[src/rtl/seg_chase_monitor_if.sv]
// seg_chase_monitor_if: segment lines into the chase monitor and decoded chase status out of it
interface seg_chase_monitor_if;
    logic [6:0] seg_in;
    logic [2:0] pos;
    logic       dir;
    logic       step_pulse;
    logic       locked;
    logic [7:0] step_period;
    modport master (output seg_in, input pos, dir, step_pulse, locked, step_period);
    modport slave (input seg_in, output pos, dir, step_pulse, locked, step_period);
endinterface

[src/rtl/seg_chase_monitor.sv]
// seg_chase_monitor: PWM chase-display receiver (head segment, position, direction, lock); SEG_MON_PERIOD_EN adds step_period
module seg_chase_monitor #(
    parameter int WINDOW_WIDTH = 10,
    parameter int DUTY_WIDTH   = 5,
    parameter int MIN_DUTY     = 4,
    parameter int LOCK_STEPS   = 3,
    parameter bit COMMON_ANODE = 1'b1
) (
    input logic                clk,
    input logic                reset,
    seg_chase_monitor_if.slave bus
);
    typedef enum logic [1:0] {SEARCH, TRACK, LOCKED} state_t;
    localparam int         CW       = WINDOW_WIDTH + 1;
    localparam int         CNTW     = $clog2(LOCK_STEPS + 1);
    localparam logic [6:0] IDLE_LVL = COMMON_ANODE ? 7'h7F : 7'h00;
    localparam logic [2:0] NONE     = 3'd7;
    logic [6:0]              s1_q, s2_q, on;
    logic [WINDOW_WIDTH-1:0] win_q;
    logic                    close, eval_q;
    logic [CW-1:0]           on_cnt_q [7];
    logic [DUTY_WIDTH-1:0]   duty_q [7];
    logic [DUTY_WIDTH-1:0]   best;
    logic [2:0]              head, prev_head_q, new_pos, delta;
    logic                    dark, is_fwd, is_step, is_jump, same;
    state_t                  state_q, state_d;
    logic [2:0]              pos_q, pos_d;
    logic                    dir_q, dir_d, pulse_q, pulse_d;
    logic [CNTW-1:0]         cnt_q, cnt_d;
    // two-flop synchronizer, parked at the "off" level so reset never reads as lit
    always_ff @(posedge clk) begin
        if (reset) begin
            s1_q <= IDLE_LVL;
            s2_q <= IDLE_LVL;
        end else begin
            s1_q <= bus.seg_in;
            s2_q <= s1_q;
        end
    end
    assign on    = COMMON_ANODE ? ~s2_q : s2_q;
    assign close = &win_q;
    // per-segment on-time over each window; duty captured at close, counters restart with the close sample
    always_ff @(posedge clk) begin
        if (reset) begin
            win_q  <= '0;
            eval_q <= 1'b0;
            for (int i = 0; i < 7; i++) begin
                on_cnt_q[i] <= '0;
                duty_q[i]   <= '0;
            end
        end else begin
            win_q  <= win_q + 1'b1;
            eval_q <= close;
            for (int i = 0; i < 7; i++) begin
                on_cnt_q[i] <= close ? CW'(on[i]) : on_cnt_q[i] + CW'(on[i]);
                if (close) duty_q[i] <= on_cnt_q[i][CW-1] ? '1 : on_cnt_q[i][CW-1 -: DUTY_WIDTH];
            end
        end
    end
    // brightest segment, lowest index wins ties; too dim means no head
    always_comb begin
        head = 3'd0;
        best = duty_q[0];
        for (int i = 1; i < 7; i++) begin
            if (duty_q[i] > best) begin
                best = duty_q[i];
                head = 3'(i);
            end
        end
        if (best < DUTY_WIDTH'(MIN_DUTY)) head = NONE;
    end
    // segment-to-position decode; g sits at two positions and is resolved from the previous head
    always_comb begin
        new_pos = head == 3'd0 ? 3'd0 : head == 3'd1 ? 3'd1 : head == 3'd2 ? 3'd5 :
                  head == 3'd3 ? 3'd4 : head == 3'd4 ? 3'd3 : head == 3'd5 ? 3'd7 :
                  (prev_head_q == 3'd2 || prev_head_q == 3'd5) ? 3'd6 : 3'd2;
        dark    = head == NONE;
        delta   = new_pos - pos_q;
        is_fwd  = delta == 3'd1;
        is_step = is_fwd || delta == 3'd7;
        is_jump = delta != 3'd0 && !is_step;
        same    = is_step && (cnt_q == '0 || is_fwd == dir_q);
    end
    // state and tracking registers; they only move on the cycle a window result is evaluated
    always_ff @(posedge clk) begin
        if (reset) begin
            state_q     <= SEARCH;
            pos_q       <= '0;
            dir_q       <= 1'b0;
            pulse_q     <= 1'b0;
            cnt_q       <= '0;
            prev_head_q <= NONE;
        end else begin
            state_q <= state_d;
            pos_q   <= pos_d;
            dir_q   <= dir_d;
            pulse_q <= pulse_d;
            cnt_q   <= cnt_d;
            if (eval_q) prev_head_q <= head;
        end
    end
    // next state: dark always drops to SEARCH, lock needs LOCK_STEPS same-direction steps
    always_comb begin
        state_d = !eval_q ? state_q :
                  dark ? SEARCH :
                  state_q == SEARCH ? TRACK :
                  state_q == TRACK ? ((same && cnt_q == CNTW'(LOCK_STEPS - 1)) ? LOCKED : TRACK) :
                  (delta == 3'd0 || same) ? LOCKED : TRACK;
    end
    // position, direction, step run length and step strobe for the evaluated window
    always_comb begin
        pos_d   = pos_q;
        dir_d   = dir_q;
        cnt_d   = cnt_q;
        pulse_d = 1'b0;
        if (eval_q && !dark) begin
            pos_d = new_pos;
            if (state_q == SEARCH) begin
                cnt_d = '0;
            end else if (is_step) begin
                pulse_d = 1'b1;
                dir_d   = is_fwd;
                cnt_d   = !same ? CNTW'(1) : cnt_q == CNTW'(LOCK_STEPS) ? cnt_q : cnt_q + 1'b1;
            end else if (is_jump) begin
                cnt_d = '0;
            end
        end
    end
    assign bus.pos        = pos_q;
    assign bus.dir        = dir_q;
    assign bus.step_pulse = pulse_q;
    assign bus.locked     = state_q == LOCKED;
`ifdef SEG_MON_PERIOD_EN
    logic [7:0] since_q, period_q, since_inc;
    assign since_inc = &since_q ? since_q : since_q + 8'd1;
    // windows elapsed since the previous step, latched alongside each step strobe
    always_ff @(posedge clk) begin
        if (reset) begin
            since_q  <= '0;
            period_q <= '0;
        end else if (eval_q) begin
            since_q <= pulse_d ? 8'd0 : since_inc;
            if (pulse_d) period_q <= since_inc;
        end
    end
    assign bus.step_period = period_q;
`else
    assign bus.step_period = 8'd0;
`endif
endmodule
[src/flat_wrapper.sv]
// flat-port wrapper written by rule: the top's interface ports become plain ports
module seg_chase_monitor_flat 
#(
    parameter int WINDOW_WIDTH = 10,
    parameter int DUTY_WIDTH   = 5,
    parameter int MIN_DUTY     = 4,
    parameter int LOCK_STEPS   = 3,
    parameter bit COMMON_ANODE = 1'b1
)
  (clk, reset, bus_seg_in, bus_pos, bus_dir, bus_step_pulse, bus_locked, bus_step_period);
  seg_chase_monitor_if bus_i ();
  input logic clk;
  input logic reset;
  input wire logic [$bits(bus_i.seg_in)-1:0] bus_seg_in;
  output wire logic [$bits(bus_i.pos)-1:0] bus_pos;
  output wire logic [$bits(bus_i.dir)-1:0] bus_dir;
  output wire logic [$bits(bus_i.step_pulse)-1:0] bus_step_pulse;
  output wire logic [$bits(bus_i.locked)-1:0] bus_locked;
  output wire logic [$bits(bus_i.step_period)-1:0] bus_step_period;
  assign bus_i.seg_in = bus_seg_in;
  assign bus_pos = bus_i.pos;
  assign bus_dir = bus_i.dir;
  assign bus_step_pulse = bus_i.step_pulse;
  assign bus_locked = bus_i.locked;
  assign bus_step_period = bus_i.step_period;
  seg_chase_monitor #(.WINDOW_WIDTH(WINDOW_WIDTH), .DUTY_WIDTH(DUTY_WIDTH), .MIN_DUTY(MIN_DUTY), .LOCK_STEPS(LOCK_STEPS), .COMMON_ANODE(COMMON_ANODE)) u_core (.clk(clk), .reset(reset), .bus(bus_i));
endmodule
[config.mk]
export PLATFORM = sky130hd
export DESIGN_NAME = seg_chase_monitor_flat
export DESIGN_NICKNAME = d
export VERILOG_FILES = /design/src/rtl/seg_chase_monitor_if.sv /design/src/rtl/seg_chase_monitor.sv /design/src/flat_wrapper.sv
export SDC_FILE = /design/constraint.sdc
export NUM_CORES = 1
export LEC_CHECK = 0
export ABC_CLOCK_PERIOD_IN_PS = 17710
export CORE_MARGIN = 2
export CORE_UTILIZATION = 44
export DETAILED_ROUTE_END_ITERATION = 8
export MAX_ROUTING_LAYER = met4
export PLACE_DENSITY = 0.67
export SYNTH_ARGS = -nofsm -noshare
export SYNTH_HDL_FRONTEND = slang
export SYNTH_SLANG_ARGS = --single-unit
[constraint.sdc]
create_clock -name clk -period 17.71 [get_ports clk]
set_input_delay 3.542 -clock clk [delete_from_list [all_inputs] [get_ports clk]]
set_output_delay 3.542 -clock clk [all_outputs]
set_load 0.005 [all_outputs]
# [After elaboration in Yosys (flattened, before gate mapping)]
# Memory sizes are Yosys's and may differ from the RTL's.
# Index checks and enable logic that the tools add are counted.
[op_classes] addsub=10 order_cmp=7 eq_ne=16 mux=65 bitwise=17 reduce_logical=20
[ops] operator="$mux 11" n=14
[ops] operator="$mux 5" n=20
[ops] operator="$add 11x1->11" n=7
[ops] operator="$mux 3" n=11
[ops] operator="$gt 5x5->1" n=6
[ops] operator="$mux 2" n=12
[ops] operator="$eq 3x3->1 const B" n=5
[ops] operator="$or 1x1->1" n=14
[ops] operator="$add 10x1->10 const B" n=1
[ops] operator="$reduce_and 10->1" n=1
[ops] operator="$eq 3x2->1 const B" n=3
[ops] operator="$mux 1" n=8
[ops] operator="$not 7->7" n=1
[ops] operator="$eq 2x2->1 const B" n=3
[ops] operator="$eq 3x1->1 const B" n=2
[ops] operator="$logic_not 3->1" n=2
[ops] operator="$reduce_and 3->1" n=2
[ops] operator="$reduce_bool 3->1" n=2
[ops] operator="$lt 5x3->1 const B" n=1
[ops] operator="$logic_and 1x1->1" n=4
[ops] operator="$logic_not 2->1" n=2
[ops] operator="$logic_or 1x1->1" n=4
[ops] operator="$ne 4x4->1 const B" n=1
[ops] operator="$reduce_or 3->1" n=1
[ops] operator="6 further kinds" n=8
[word_totals] ff_bits=37 ramBits=112 input_bits=9 out_inout_bits=14 word_cells=147 mem_count=2
[memory_table] name="u_core.on_cnt_q" words=7 word_bits=11 rd=7 rd_ports_with_merged_regs=0 write_ports=7 line="seg_chase_monitor.sv:21" rtl="logic [CW-1:0] on_cnt_q [7];"
[memory_table] name="u_core.duty_q" words=7 word_bits=5 rd=7 rd_ports_with_merged_regs=0 write_ports=7 line="seg_chase_monitor.sv:22" rtl="logic [DUTY_WIDTH-1:0] duty_q [7];"

# [Longest topological paths before layout]
# Gate-level depths: netlist of run 1.
# An unclocked memory read counts as a cell.
[depth] ltp_word=32 depth_mapped=50 depth_no_buf=49

# [Least setup slack after synthesis of run 1]
# OpenSTA, ideal clock, no wires.
[synth_path] path_type="register -> register" from="memory u_core.duty_q[1][2], in the netlist u_core.duty_q[0][7]" to="register u_core.cnt_q[1]" setup_time_ns=0.117 arrival_ns=9.589 required_ns=17.593 slack_ns=8.004 path_stages_with_launch=47 path_buffers=1 period_less_slack_ns=9.706 cell_sequence="edfxtp_1 > ha_1 > a21oi_1 > nor2_2 > o22ai_2 > mux2i_2 > ha_1 > o21ai_1 > a21oi_1 > o21ai_1 > o21ai_0 > ha_1 > nor2b_1 > o31ai_2 > a21oi_2 > a21oi_4 > a211oi_1 > inv_1 > [... 11 more ...] > or2_2 > mux2_2 > ha_1 > inv_1 > a21o_1 > a21oi_1 > o21ai_0 > or3_1 > o211ai_2 > a21oi_4 > o21ai_0 > ha_1 > fa_1 > xnor2_1 > xnor2_2 > or4_4 > and3_1 > a32o_1"
[synth_lines] element="from (decl)" line="seg_chase_monitor.sv:22"
[synth_lines] element="to (signal assigned)" line="seg_chase_monitor.sv:98" rtl="cnt_q <= cnt_d;"
[synth_lines] element="to (decl)" line="seg_chase_monitor.sv:29" rtl="logic [CNTW-1:0] cnt_q, cnt_d;"

==> metrics.yaml, run 1 <==
placement:
  dp_slack_ns: 6.82
  dpl_cell_area_um2: 7700
  gp_congestion: 0.873
  dpl.hpwl_mm: 8.89
  port_buffers: 14
  placed_cells: 985
critical_path:
  worst_path_max_delay_cell: "or4_4"
  cp.required_ns: 18.02
  cp.arrival_ns: 11.29
  critPathMaxFanout: 9
  cpMostUsedCell: "ha_1"
  cpPeakStageDelay_ns: 0.51
  worstSetupPathType: "flip-flop to flip-flop"
  endpoint_kind: "flip-flop"
  critical_path.startpoint_type: "flip-flop"
global_routing:
  grt_max_degree: 99
  grt_pass1_vias: 4767
  antenna_found_initial: 0
  grt-ovfl-total: 0
  grt_use_total_pct: 16.0
  grt_first_pass_wirelength_mm: 22.4
synthesis:
  yosysUniqueCellTypes: 63
  syn_area_per_cell_um2: 9.57
  synthAdderAreaFrac_pct: 8.59
  synth-edff-count: 35
  synth_mux_area_share_pct: 2.19
  synthSimpleGateAreaFrac_pct: 19.8
  synth_top_area_share_pct: 31.0
  ys_top_cells_by_count: "118 x nor2_1, 114 x dfxtp_1, 51 x xor2_1"
  ys_seq_area_share_pct: 45.2
  synth-compound-area-share_pct: 11.9
  yosysMostFrequentCell: "nor2_1"
  synthXorXnorAreaFrac_pct: 8.84
  async_flop_share_pct: 0
  synth_top_area_cell: "dfxtp_1"
  ys.flop_type: "dfxtp_1"
  syn_inst: 770
  synth_top_family_by_area: "simple AND/OR/NAND/NOR gates"
  synthesis.area_um2: 7370
  synth-seq-cells: 149
  yosysWarnings: 0
  synth_area_leaders: "dfxtp_1 31%, edfxtp_1 14%, ha_1 8.3%, xor2_1 6.1%, nor2_1 6.0%"
die:
  fp.dieH_um: 133
  core-area_um2: 16500
  dieArea_um2: 17800
  die_x_um: 133
  rows: 47
  start_util_pct: 44.8
  ios: 23
sta:
  worst_hold_slack_ns: 0.401
  period_minus_slack_ns: 10.98
  setup_violations: 0
  skew_ns: 0.0121
  grt_setup_unrepaired: "no"
  slew_headroom_pct: 24.2
  worstMarginPinSlew_ns: 1.14
  clock.fmax_mhz: 91.1
  setup_tns_ns: 0
  hold_violations: 0
  setup_ws_ns: 6.73
  finalCritPeriodShare_pct: 62.0
  drv_slew: 0
route:
  antenna_left: 0
  drc: 0
  vias_per_cell: 5.08
  avgRoutedWirePerCell_um: 12.7
  wl_met1_mm: 6.72
  drt_iter0_drc: 248
  wl_mm: 12.9
  highest_layer: "met4"
  dr.pass1.iters: 4
  route.met3.wl_um: 402
  vias: 5171
  wl_met2_mm: 5.58
clock_tree:
  post_cts_resized: 0
  cts_root_buffer: "clkbuf_16"
  cts_tree: "yes"
  cts_setup_buffers: 0
  clk_pin_slew_ns: 0.06
  clock_latency_ns: 0.42
  cts_max_path_buffers: 2
  htreeDepth: 4
  cts-buffers-inserted: 17
  clock_sinks: 149
  ctsHoldBuffers: 0
layout:
  finalInstanceArea_um2: 8310
  diodes: 0
  synthToLayoutAreaGrowth_pct: 12.8
  final_cells: 1017
  drive_gt1_share_pct: 9.41
  final_util_pct: 50.5
  finalNetCount: 843
min_path:
  hold_class: "flip-flop to flip-flop"
run:
  cap_violations: 0
power:
  power_leakage_nw: 3.36
  ir_drop_mv: 0.0692
  p_per_area_nw_per_um2: 126
  p_total_mw: 1.04
outcome:
  status: "finished clean"
worst max-delay path: cells and delay by family, from the launching register on:
family,cells,cell delay (ns)
compound gates,21,4.10
flops,1,0.37
mux,3,1.14
xor+xnor,2,0.57
buf+inv,3,0.20
simple gates,9,2.18
fa+ha+maj,8,2.31
cells in the final DEF (no fill, tap or decap), types with 4 or more instances in the layout:
cell and n:
nand2_1 38, nand4_1 5, o21ai_0 25, conb_1 8, dfxtp_1 114, xor2_1 51, and3_1 30, edfxtp_1 35
xnor2_1 19, or2_2 18, mux2_2 4, ha_1 49, nor2_1 117, and2_1 9, a211oi_1 5, o21ai_1 4
clkdlybuf4s50_1 14, nand3b_1 4, clkbuf_16 19, clkinvlp_4 4, a21oi_1 27, inv_1 31, a21o_1 4, nand3_1 49
nor2b_1 7, or3_1 7, o21a_1 29, mux2i_1 8
per-layer routing:
layer / global-route usage, % / vias to the layer above
li1: - / 2686
met1: 21.6 / 2392
met2: 23.4 / 74
met3: 3.84 / 19
met4: 5.85 / 0
met5: - / -
power by group:
part | internal [mW] | total [mW] | switching, mW
Clock | 0.229 | 0.365 | 0.137
Sequential | 0.355 | 0.359 | 0.00440
Combinational | 0.137 | 0.320 | 0.182
flip-flops by register name, summed over array words and instances (netlist names):
signal,count
u_core.bus.dir,1
u_core.on_cnt_q,77
u_core.s2_q,7
u_core.cnt_q,2
u_core.duty_q,35
u_core.eval_q,1
u_core.bus.step_pulse,1
u_core.bus.pos,3
u_core.s1_q,7
u_core.win_q,10
u_core.prev_head_q,3
u_core.state_q,2
kinds of logic (layout without fill, tap and decap cells):
logic type	Yosys count	after routing
and+or+nand+nor	301	301
DFF	149	149
AOI/OAI and AO/OA	125	125
xor gates and xnor gates	72	72
buffers and inverters	58	78
adders and majority gates	50	50
muxes	14	14
other	1	8
layout make-up:
cell class              instances  area, um^2
clock buffers                  23         500
clock inverters                 9         114
fillers                      1561        8150
inverters                      31         116
multi-input cells             570        3820
flip-flops and latches        149        3330
well taps                     220         275
repair buffers                 15         148
final timing paths:
check	from	slack [ns]	endpoint	depth (start not counted)
max	u_core.duty_q[0][2]$_SDFFCE_PN0P_	6.73	u_core.cnt_q[1]$_SDFFE_PP0P_	46
min	u_core.s1_q[3]$_SDFF_PP1_	0.40	u_core.s2_q[3]$_SDFF_PP1_	1
max reg2reg	u_core.duty_q[0][2]$_SDFFCE_PN0P_	6.73	u_core.cnt_q[1]$_SDFFE_PP0P_	46
min reg2reg	u_core.s1_q[3]$_SDFF_PP1_	0.40	u_core.s2_q[3]$_SDFF_PP1_	1
(Power assumes the default switching activity.)
==> inputs of run 2 (changes only) <==
ABC_CLOCK_PERIOD_IN_PS = 9350   (was 17710)
PLACE_DENSITY = 0.7   (was 0.67)
clock period = 9.35 ns   (was 17.71 ns; I/O delays follow)
==> run 2 against run 1 <==
Against the previous run:
- the run now ends with setup timing left
- utilization increased by 6.3 points
- sequential cell count unchanged
- first-iteration DRC count increased by 14%
- final area increased by 12%
- cell count increased by 8.1%
- non-clock buffer count increased by 82
- combinational power increased to 3.2 times the previous value
- sequential power increased by 90%
- wire length increased by 13%
- critical path type unchanged
- largest power group is now combinational cells
- highest routed layer unchanged
==> metrics.yaml, run 2 (synthesis results as in run 1) <==
placement:
  dpl.hpwl_mm: 9.22
  port_buffers: 14
  placed_cells: 1046
  dpl_cell_area_um2: 8220
  dp_slack_ns: -0.504
  gp_congestion: 0.857
sta:
  setup_tns_ns: -0.0449
  worstMarginPinSlew_ns: 1.20
  period_minus_slack_ns: 9.38
  grt_setup_unrepaired: "yes"
  setup_ws_ns: -0.0268
  hold_violations: 0
  finalCritPeriodShare_pct: 100
  slew_headroom_pct: 20.1
  skew_ns: 0.00767
  clock.fmax_mhz: 107
  drv_slew: 0
  setup_violations: 3
  worst_hold_slack_ns: 0.408
outcome:
  status: "finished with violations"
  violations: "setup timing"
global_routing:
  grt-ovfl-total: 0
  antenna_found_initial: 0
  grt_max_degree: 99
  grt_first_pass_wirelength_mm: 24.2
  grt_use_total_pct: 17.1
  grt_pass1_vias: 5259
clock_tree:
  clk_pin_slew_ns: 0.07
  cts_root_buffer: "clkbuf_16"
  clock_latency_ns: 0.42
  cts_tree: "yes"
  ctsHoldBuffers: 0
  cts_max_path_buffers: 2
  htreeDepth: 4
  clock_sinks: 149
  cts-buffers-inserted: 17
die:
  die_x_um: 133
  rows: 47
  start_util_pct: 44.8
  dieArea_um2: 17800
  core-area_um2: 16500
  fp.dieH_um: 133
  ios: 23
critical_path:
  critPathMaxFanout: 7
  rrSetupSlack_ns: -0.03
  worstSetupPathType: "flip-flop to flip-flop"
  cpMostUsedCell: "ha_1"
  critical_path.startpoint_type: "flip-flop"
  worst_path_max_delay_cell: "fa_2"
  endpoint_kind: "flip-flop"
  cp.arrival_ns: 9.69
  cp.required_ns: 9.66
  cpPeakStageDelay_ns: 0.60
route:
  drc: 0
  wl_mm: 14.5
  vias_per_cell: 5.05
  avgRoutedWirePerCell_um: 13.2
  antenna_left: 0
  dr.pass1.iters: 4
  vias: 5550
  drt_iter0_drc: 282
layout:
  layout_commonest_cell: "nor2_1"
  finalInstanceArea_um2: 9340
  diodes: 0
  regMostFlops: "u_core.on_cnt_q"
  synthToLayoutAreaGrowth_pct: 26.8
  largest_reg_flops: 77
  final_util_pct: 56.7
  final_cells: 1099
  layout_common_cells: "115 x nor2_1, 114 x dfxtp_1, 81 x buf_4"
  finalNetCount: 925
  reg_top3: "u_core.on_cnt_q x77, u_core.duty_q x35, u_core.win_q x10"
  drive_gt1_share_pct: 24.2
power:
  p_per_area_nw_per_um2: 252
  power_leakage_nw: 3.81
  p_total_mw: 2.36
  ir_drop_mv: 0.224
run:
  cap_violations: 0
min_path:
  hold_class: "flip-flop to flip-flop"
run 2: cell count changes in the layout (fill, tap and decap cells not counted), moves of 4 or more:
cell     change
nand2_2      +4
o21ai_4      +4
buf_4       +80
ha_4         +5
ha_1         -8
nand2_1      -5
o21ai_2      +4
o21ai_0      -6
a21oi_2      +4
inv_6        +4
a21oi_1      -7
run 2: area by class of cell:
cell class	count	area (um^2)
Tap cell	220	275
Sequential cell	149	3330
Fill cell	1376	7120
Inverter	31	116
Multi-Input combinational cell	570	4260
Timing Repair Buffer	97	771
Clock buffer	17	425
Clock inverter	15	163
run 2: per-layer routing:
metal	part of all wire, %	global-route usage (%)
met2	47	27.0
met4	1.7	6.44
met1	48	21.7
met5	0	-
met3	2.9	3.35
run 2: timing repair:
action / CTS / global route
hold endpoints to repair: 0 / 0
pin swaps: 11 / 50
setup endpoints to repair: 6 / 6
setup buffers: 11 / 10
gates resized for setup: 21 / 56
run 2: power by group:
part	switching (mW)	total, mW	leakage, nW	internal, mW
sequential	0.00900	0.681	1.26	0.672
combinational	0.493	1.01	2.27	0.517
clock	0.289	0.667	0.276	0.378
run 2: path summary, 6_finish.rpt:
path,from,end,depth (start not counted)
max,u_core.duty_q[0][9]$_SDFFCE_PN0P_,u_core.cnt_q[1]$_SDFFE_PP0P_,41
min reg2reg,u_core.s1_q[3]$_SDFF_PP1_,u_core.s2_q[3]$_SDFF_PP1_,1
max reg2reg,u_core.duty_q[0][9]$_SDFFCE_PN0P_,u_core.cnt_q[1]$_SDFFE_PP0P_,41
min,u_core.s1_q[3]$_SDFF_PP1_,u_core.s2_q[3]$_SDFF_PP1_,1
run 2: critical path: cells and delay by family (launching register included):
kind	cells	cell delay [ns]
AOI/OAI and AO/OA	20	3.53
adders and majority gates	7	2.37
buffers and inverters	2	0.23
DFF	1	0.43
muxes	2	0.51
and+or+nand+nor	10	2.17
==> inputs of run 3 (changes only) <==
CORE_UTILIZATION = 38   (was 44)
PLACE_DENSITY = 0.63   (was 0.7)
==> run 3 against run 2 <==
Against the previous run:
- the flow still finishes with violations (setup timing)
- setup slack better by 0.025 ns
- combinational power up 8%
- sequential cell count unchanged
- maximum frequency up 0.27%
- sequential power about the same
- non-clock buffer count up 11
- utilization down 6.2 points
- critical endpoint is now u_core.state_q[1]$_SDFFE_PP0P_
- largest power group unchanged
==> metrics.yaml, run 3 (synthesis results as in run 1) <==
placement:
  placed_cells: 1087
  port_buffers: 14
  gp_congestion: 0.840
  dpl.hpwl_mm: 9.30
critical_path:
  crit_buf_inv: 5
  critPathMaxFanout: 6
  cpMostUsedCell: "ha_1"
  worst_path_max_delay_cell: "edfxtp_1"
  critical_path.startpoint_type: "flip-flop"
  cpPeakStageDelay_ns: 0.46
  worstSetupPathType: "flip-flop to flip-flop"
  cp.arrival_ns: 9.72
  cp_top_family: "compound AO/OA/AOI/OAI gates"
  endpoint_kind: "flip-flop"
  cp.required_ns: 9.71
route:
  drc: 0
  vias_per_cell: 4.79
  antenna_left: 0
  wl_mm: 14.4
  vias: 5510
  dr.pass1.iters: 4
  avgRoutedWirePerCell_um: 12.5
  drt_iter0_drc: 199
global_routing:
  grt_pass1_vias: 4993
  grt_use_total_pct: 14.2
  met2_usage_pct: 21.2
  grt-ovfl-total: 0
  antenna_found_initial: 0
  grt_first_pass_wirelength_mm: 22.9
  use_met1_pct: 19.0
  top_usage_layer: "met2"
  global_route.usage.met3_pct: 2.72
  grt_max_degree: 99
sta:
  grt_setup_unrepaired: "yes"
  clock.fmax_mhz: 107
  skew_ns: 0.00734
  hold_violations: 0
  drv_slew: 0
  finalCritPeriodShare_pct: 100
  slew_headroom_pct: 26.9
  setup_violations: 1
  worstMarginPinSlew_ns: 1.10
  setup_ws_ns: -0.00195
  period_minus_slack_ns: 9.35
clock_tree:
  cts_root_buffer: "clkbuf_16"
  cts_max_path_buffers: 2
  clock_sinks: 149
  htreeDepth: 4
  ctsHoldBuffers: 0
  cts-buffers-inserted: 17
  clock_latency_ns: 0.42
  cts_tree: "yes"
  clk_pin_slew_ns: 0.06
layout:
  layout_commonest_cell: "nor2_1"
  diodes: 0
  regMostFlops: "u_core.on_cnt_q"
  largest_reg_flops: 77
  fill_cells: 1731
  regArea_um2: 3330
  synthToLayoutAreaGrowth_pct: 29.7
  drive_gt1_share_pct: 26.2
  reg_top3: "u_core.on_cnt_q x77, u_core.duty_q x35, u_core.win_q x10"
  finalNetCount: 936
  multi_input_area_um2: 4340
  layout_common_cells: "115 x nor2_1, 114 x dfxtp_1, 90 x buf_4"
  final_cells: 1150
run:
  cap_violations: 0
outcome:
  violations: "setup timing"
  status: "finished with violations"
die:
  die_x_um: 143
  start_util_pct: 39.0
  ios: 23
  fp.dieH_um: 143
  rows: 50
  dieArea_um2: 20500
  core-area_um2: 18900
power:
  p_total_mw: 2.42
  power_leakage_nw: 3.86
  ir_drop_mv: 0.190
  p_per_area_nw_per_um2: 253
min_path:
  hold_class: "flip-flop to flip-flop"
[run 3: changes by cell type in the layout (fill, tap and decap cells not counted), moves of 3 or more]
cell / delta
o21ai_1: +5
buf_4: +9
ha_1: -4
clkinv_4: +3
o21ai_0: -3
ha_4: +5
[run 3: path summary, 6_finish.rpt]
kind	from	endpoint	slack, ns	cells past startpoint
worst max-delay path	u_core.duty_q[0][8]$_SDFFCE_PN0P_	u_core.state_q[1]$_SDFFE_PP0P_	-0.002	47
worst min-delay path	u_core.s1_q[0]$_SDFF_PP1_	u_core.s2_q[0]$_SDFF_PP1_	0.41	1
worst max register to register	u_core.duty_q[0][8]$_SDFFCE_PN0P_	u_core.state_q[1]$_SDFFE_PP0P_	-0.002	47
worst min register to register	u_core.s1_q[0]$_SDFF_PP1_	u_core.s2_q[0]$_SDFF_PP1_	0.41	1
[run 3: metrics by stage]
step / worst slack (ns) / hold WS (ns) / util, % / setup TNS, ns / instance area, um^2
floorplan: 0.0152 / 0.389 / - / 0 / 7460
global placement: -0.152 / 0.392 / 43.8 / -0.536 / 8270
detailed placement: -0.408 / 0.396 / 43.8 / -1.62 / 8270
CTS: 0.00549 / 0.410 / 47.7 / 0 / 9020
global route: -0.413 / 0.425 / 50.6 / -1.91 / 9560
finish: -0.00195 / 0.410 / 50.6 / -0.00195 / 9560
[run 3: layout make-up]
type,instances,share of cell area [%]
clock buffer,17,4.45
clock inverter,15,1.53
multi-input combinational,570,45.4
timing repair buffer,108,9.10
tap,260,3.40
inverter,31,1.22
sequential,149,34.9
[run 3: layer usage]
| layer | share of wire [%] | wire, um |
|---|---|---|
| met1 | 50 | 7240 |
| met2 | 46 | 6620 |
| met3 | 2.3 | 325 |
| met4 | 1.7 | 243 |
| met5 | 0 | 0 |
[run 3: what timing repair did]
action                                  CTS  global route
pin swaps                                12            48
endpoints found under the setup margin    6             6
buffers inserted                         12            19
gates resized for setup                  20            69
endpoints found under the hold margin     0             0
[run 3: power breakdown]
group	internal, mW	switching [mW]
combinational	0.573	0.512
clock	0.373	0.278
sequential	0.672	0.00929
total	1.62	0.799
==> RTL change 1, RTL diff (flow settings as in run 1) <==
Add a define of `SEG_MON_PERIOD_EN`.
--- a/src/rtl/seg_chase_monitor.sv
+++ b/src/rtl/seg_chase_monitor.sv
@@ -1,2 +1,4 @@
 // seg_chase_monitor: PWM chase-display receiver (head segment, position, direction, lock); SEG_MON_PERIOD_EN adds step_period
+`define SEG_MON_PERIOD_EN
+
 module seg_chase_monitor #(
Function: same outputs for any inputs over 10 cycles, from zero or initial values and one cycle with reset high; that may be too few to reach the edited logic, so the function may still have changed.
==> RTL change 1 against run 1 <==
  * Setup slack lost 0.46 ns
  * Critical endpoint is now u_core.bus.step_period[3]$_SDFFE_PP0P_
  * Power shrank 2.1%
  * Via count grew 6.7%
  * Synthesized area grew 8.5%
  * Sequential share of layout area grew 0.52 points
  * Synthesized cell count grew 11%
  * Routed wire length grew 1.9%
  * Sequential cell count grew 16
  * Non-clock buffer count grew 10
  * Final area grew 8.2%
==> RTL change 1: results <==
worst_setup_path:
  r2r_setup_slack_ns: 6.27
  cpMaxStageDelayCell: "mux2_4"
  r2r_cells: 49
  worstSetupEndpoint: "u_core.bus.step_period[3]$_SDFFE_PP0P_"
  crit_path_start: "u_core.duty_q[0][4]$_SDFFCE_PN0P_"
  crit_path_max_fanout: 20
  arrival_ns: 11.80
  critPathMaxStageDelay_ns: 0.46
synthesis:
  synth_cell_types: 62
  synth-xor-area-share_pct: 8.31
  avgSynthCellArea_sq_um: 9.35
  synthMuxAreaShare_pct: 4.15
  yosys-top-cells-count: "nor2_1, dfxtp_1, nand3_1, xor2_1, ha_1"
  yosys-top-cells-area: "dfxtp_1, edfxtp_1, ha_1, nor2_1, xor2_1"
  synth-compound-area-share_pct: 9.86
  synth_fa_ha_area_share_pct: 8.08
  yosysSeqAreaShare_pct: 45.7
final_layout:
  layout-drive-gt1-share_pct: 7.90
  inverters: 40
  n_all_buffers: 25
  n_clock_buffer: 22
  seq_cell_count: 165
  regArea_sq_um: 3650
  multi_input_area_share_pct: 45.4
  num-fill-cells: 1667
die:
  fp.dieArea_sq_um: 19300
placement:
  port_buffers: 22
  place.gp.congestion: 0.876
  placed_area_sq_um: 8410
  pre_cts_ws_ns: 6.36
  dpl.hpwl_um: 9010
detailed_routing:
  drt_iter0_drc: 273
  dr_wl_met2_um: 5710
  wl_met1_um: 7010
  totalWireLength_um: 13200
  wl_met3_um: 237
  dr_total_vias: 5515
power_and_ir_drop:
  ir_worst_vdd_mv: 0.0621
  leakagePower_nw: 3.72
timing:
  worst_pin_slew_ns: 1.08
  fin_skew_ns: 0.0135
  holdWs_ns: 0.407
grt:
  grt.met1_usage_pct: 20.8
  grt_use_met3_pct: 3.52
  grtUsageTotal_pct: 15.0
  grt_pass1_vias: 5074
run_status:
  outcome: "finished, final reports clean"
worst_hold_path:
  hold_end: "u_core.s2_q[0]$_SDFF_PP1_"
RTL change 1: changes by cell type after synthesis, moves of 9 or more:
cell | run 1 | this run
dfxtp_1 | 114 | 130
o21ai_0 | 25 | 16
nand2_1 | 39 | 48
nor2_1 | 118 | 140
nand3_1 | 49 | 58
mux2i_1 | 8 | 19
RTL change 1: worst max-delay path: cells and delay by family (launching register included):
kind	cells	cell delay [ns]
AO/OA/AOI/OAI	23	4.40
adder cells (fa/ha/maj)	8	2.33
flip-flops	1	0.37
AND/OR/NAND/NOR	7	1.04
XOR/XNOR	3	0.84
multiplexers	6	2.19
buffers and inverters	2	0.18
RTL change 1: cells by family after synthesis:
family / Yosys count
AND/OR/NAND/NOR: 349
AO/OA/AOI/OAI: 119
flip-flops: 165
multiplexers: 30
buffers and inverters: 66
XOR/XNOR: 75
adder cells (fa/ha/maj): 51
RTL change 1: where the power goes:
group	internal [mW]	total (mW)	switching [mW]
logic	0.111	0.272	0.161
registers	0.391	0.395	0.00417
clock network	0.210	0.355	0.145
==> RTL change 2, RTL diff (flow settings as in run 1) <==
Without the edit above. The 3 states of `state_t` get a one-hot encoding in 3 bits.
--- a/src/rtl/seg_chase_monitor.sv
+++ b/src/rtl/seg_chase_monitor.sv
@@ -12,3 +12,3 @@
 );
-    typedef enum logic [1:0] {SEARCH, TRACK, LOCKED} state_t;
+    typedef enum logic [2:0] {SEARCH = 3'b001, TRACK = 3'b010, LOCKED = 3'b100} state_t;
     localparam int         CW       = WINDOW_WIDTH + 1;
Behaviour: same outputs for any inputs over 10 cycles, from zero or initial values and one cycle with reset high; not proved beyond that.
==> RTL change 2 against run 1 <==
  * Setup slack lost 0.78 ns
  * Global-route usage barely moved
  * Final area is 1.2% higher
  * Power increased by 3.6%
  * Cell count is 1.6% higher
  * Synthesized area grew 0.66%
  * First-iteration DRC count up 57%
  * Die area rose by 0.64%
  * Count of clock-buffer cells in the layout down 6
  * Critical endpoint is now u_core.cnt_q[0]$_SDFFE_PP0P_
  * Routed wire length rose by 2.7%
  * Sequential cell count rose by 1
  * Utilization increased by 0.44 points
==> RTL change 2: results <==
run_status:
  outcome: "finished, final reports clean"
final_layout:
  final_nets: 859
  layout-drive-gt1-share_pct: 9.47
  final_cells: 1033
worst_setup_path:
  crit_path_max_fanout: 11
  critPathMaxStageDelay_ns: 0.41
  arrival_ns: 12.06
  r2r-start: "u_core.duty_q[0][9]$_SDFFCE_PN0P_"
  rr_endpoint: "u_core.cnt_q[0]$_SDFFE_PP0P_"
  cpMaxStageDelayCell: "fa_1"
  critPathKind: "flip-flop to flip-flop"
  r2r_setup_slack_ns: 5.94
  r2r_cells: 56
synthesis:
  yosysSeqAreaShare_pct: 45.2
  synth_cell_types: 65
  ys_warn_count: 0
  yosys-top-cells-area: "dfxtp_1, edfxtp_1, ha_1, nor2_1, xor2_1"
  ys.flop_type: "dfxtp_1"
  yosys-top-cells-count: "nor2_1, dfxtp_1, ha_1, xor2_1, nand2_1"
  async_reset_ff_share_pct: 0
  postSynthCellCount: 787
power_and_ir_drop:
  leakagePower_nw: 3.41
  ir_worst_vdd_mv: 0.100
placement:
  dpl.hpwl_um: 9160
  placed_area_sq_um: 7750
  place.gp.congestion: 0.842
  port_buffers: 14
  pre_cts_ws_ns: 6.01
grt:
  grt_max_degree: 66
  grt_pass1_wl_um: 22600
  grtUsageTotal_pct: 16.0
  antenna_found_initial: 0
  grt_pass1_vias: 4784
timing:
  fin_skew_ns: 0.0154
  worst_pin_slew_ns: 0.917
  fmax_mhz: 85.0
  holdWs_ns: 0.408
detailed_routing:
  drt_iter0_drc: 390
  wl_per_cell_um: 12.8
  firstDrtPassIters: 4
  dr_total_vias: 5250
cts:
  postCtsSetupBuffers: 0
  worstSkewPairLatency_ns: 0.42
  cts_made_buffers: 17
worst_hold_path:
  hold_end: "u_core.s2_q[6]$_SDFF_PP1_"
  min_from: "u_core.s1_q[6]$_SDFF_PP1_"
-- RTL change 2: logic make-up (layout without fill, tap and decap cells) --
logic type | after synthesis | after routing | share of synthesized area (%)
flip-flops | 150 | 150 | 45.2
AND/OR/NAND/NOR | 324 | 324 | 21.1
buffers and inverters | 62 | 81 | 3.56
adder cells (fa/ha/maj) | 50 | 50 | 8.53
multiplexers | 11 | 11 | 1.80
other | 1 | 8 | 0.0505
XOR/XNOR | 70 | 70 | 8.45
AO/OA/AOI/OAI | 119 | 119 | 11.3
-- RTL change 2: area by class of cell --
type / instances / area [sq um]
Tap cell: 220 / 275
Fill cell: 1495 / 8110
Inverter: 32 / 120
Timing Repair Buffer: 17 / 163
Clock buffer: 17 / 425
Sequential cell: 150 / 3350
Multi-Input combinational cell: 582 / 3840
Clock inverter: 15 / 236
-- RTL change 2: critical path: cells and delay by family, from the launching register on --
| kind | cells | cell delay (ns) |
|---|---|---|
| AOI/OAI and AO/OA | 25 | 4.56 |
| and+or+nand+nor | 16 | 2.66 |
| adders and majority gates | 8 | 2.41 |
| muxes | 3 | 0.98 |
| xor gates and xnor gates | 2 | 0.51 |
| DFF | 1 | 0.40 |
| buffers and inverters | 2 | 0.13 |
-- RTL change 2: routing by layer --
metal	up-vias	part of all wire, %	routed length (um)	GRT usage, %
met3	10	2.6	348	3.51
met5	-	0	0	-
met2	67	46	6100	24.2
met1	2443	50	6690	21.2
met4	0	0.99	132	5.56
li1	2730	-	-	-
-- RTL change 2: power by group --
part	internal (mW)	leakage (nW)	switching, mW	total, mW
Sequential	0.357	1.27	0.00397	0.361
Clock	0.242	0.322	0.152	0.395
Combinational	0.136	1.82	0.191	0.327
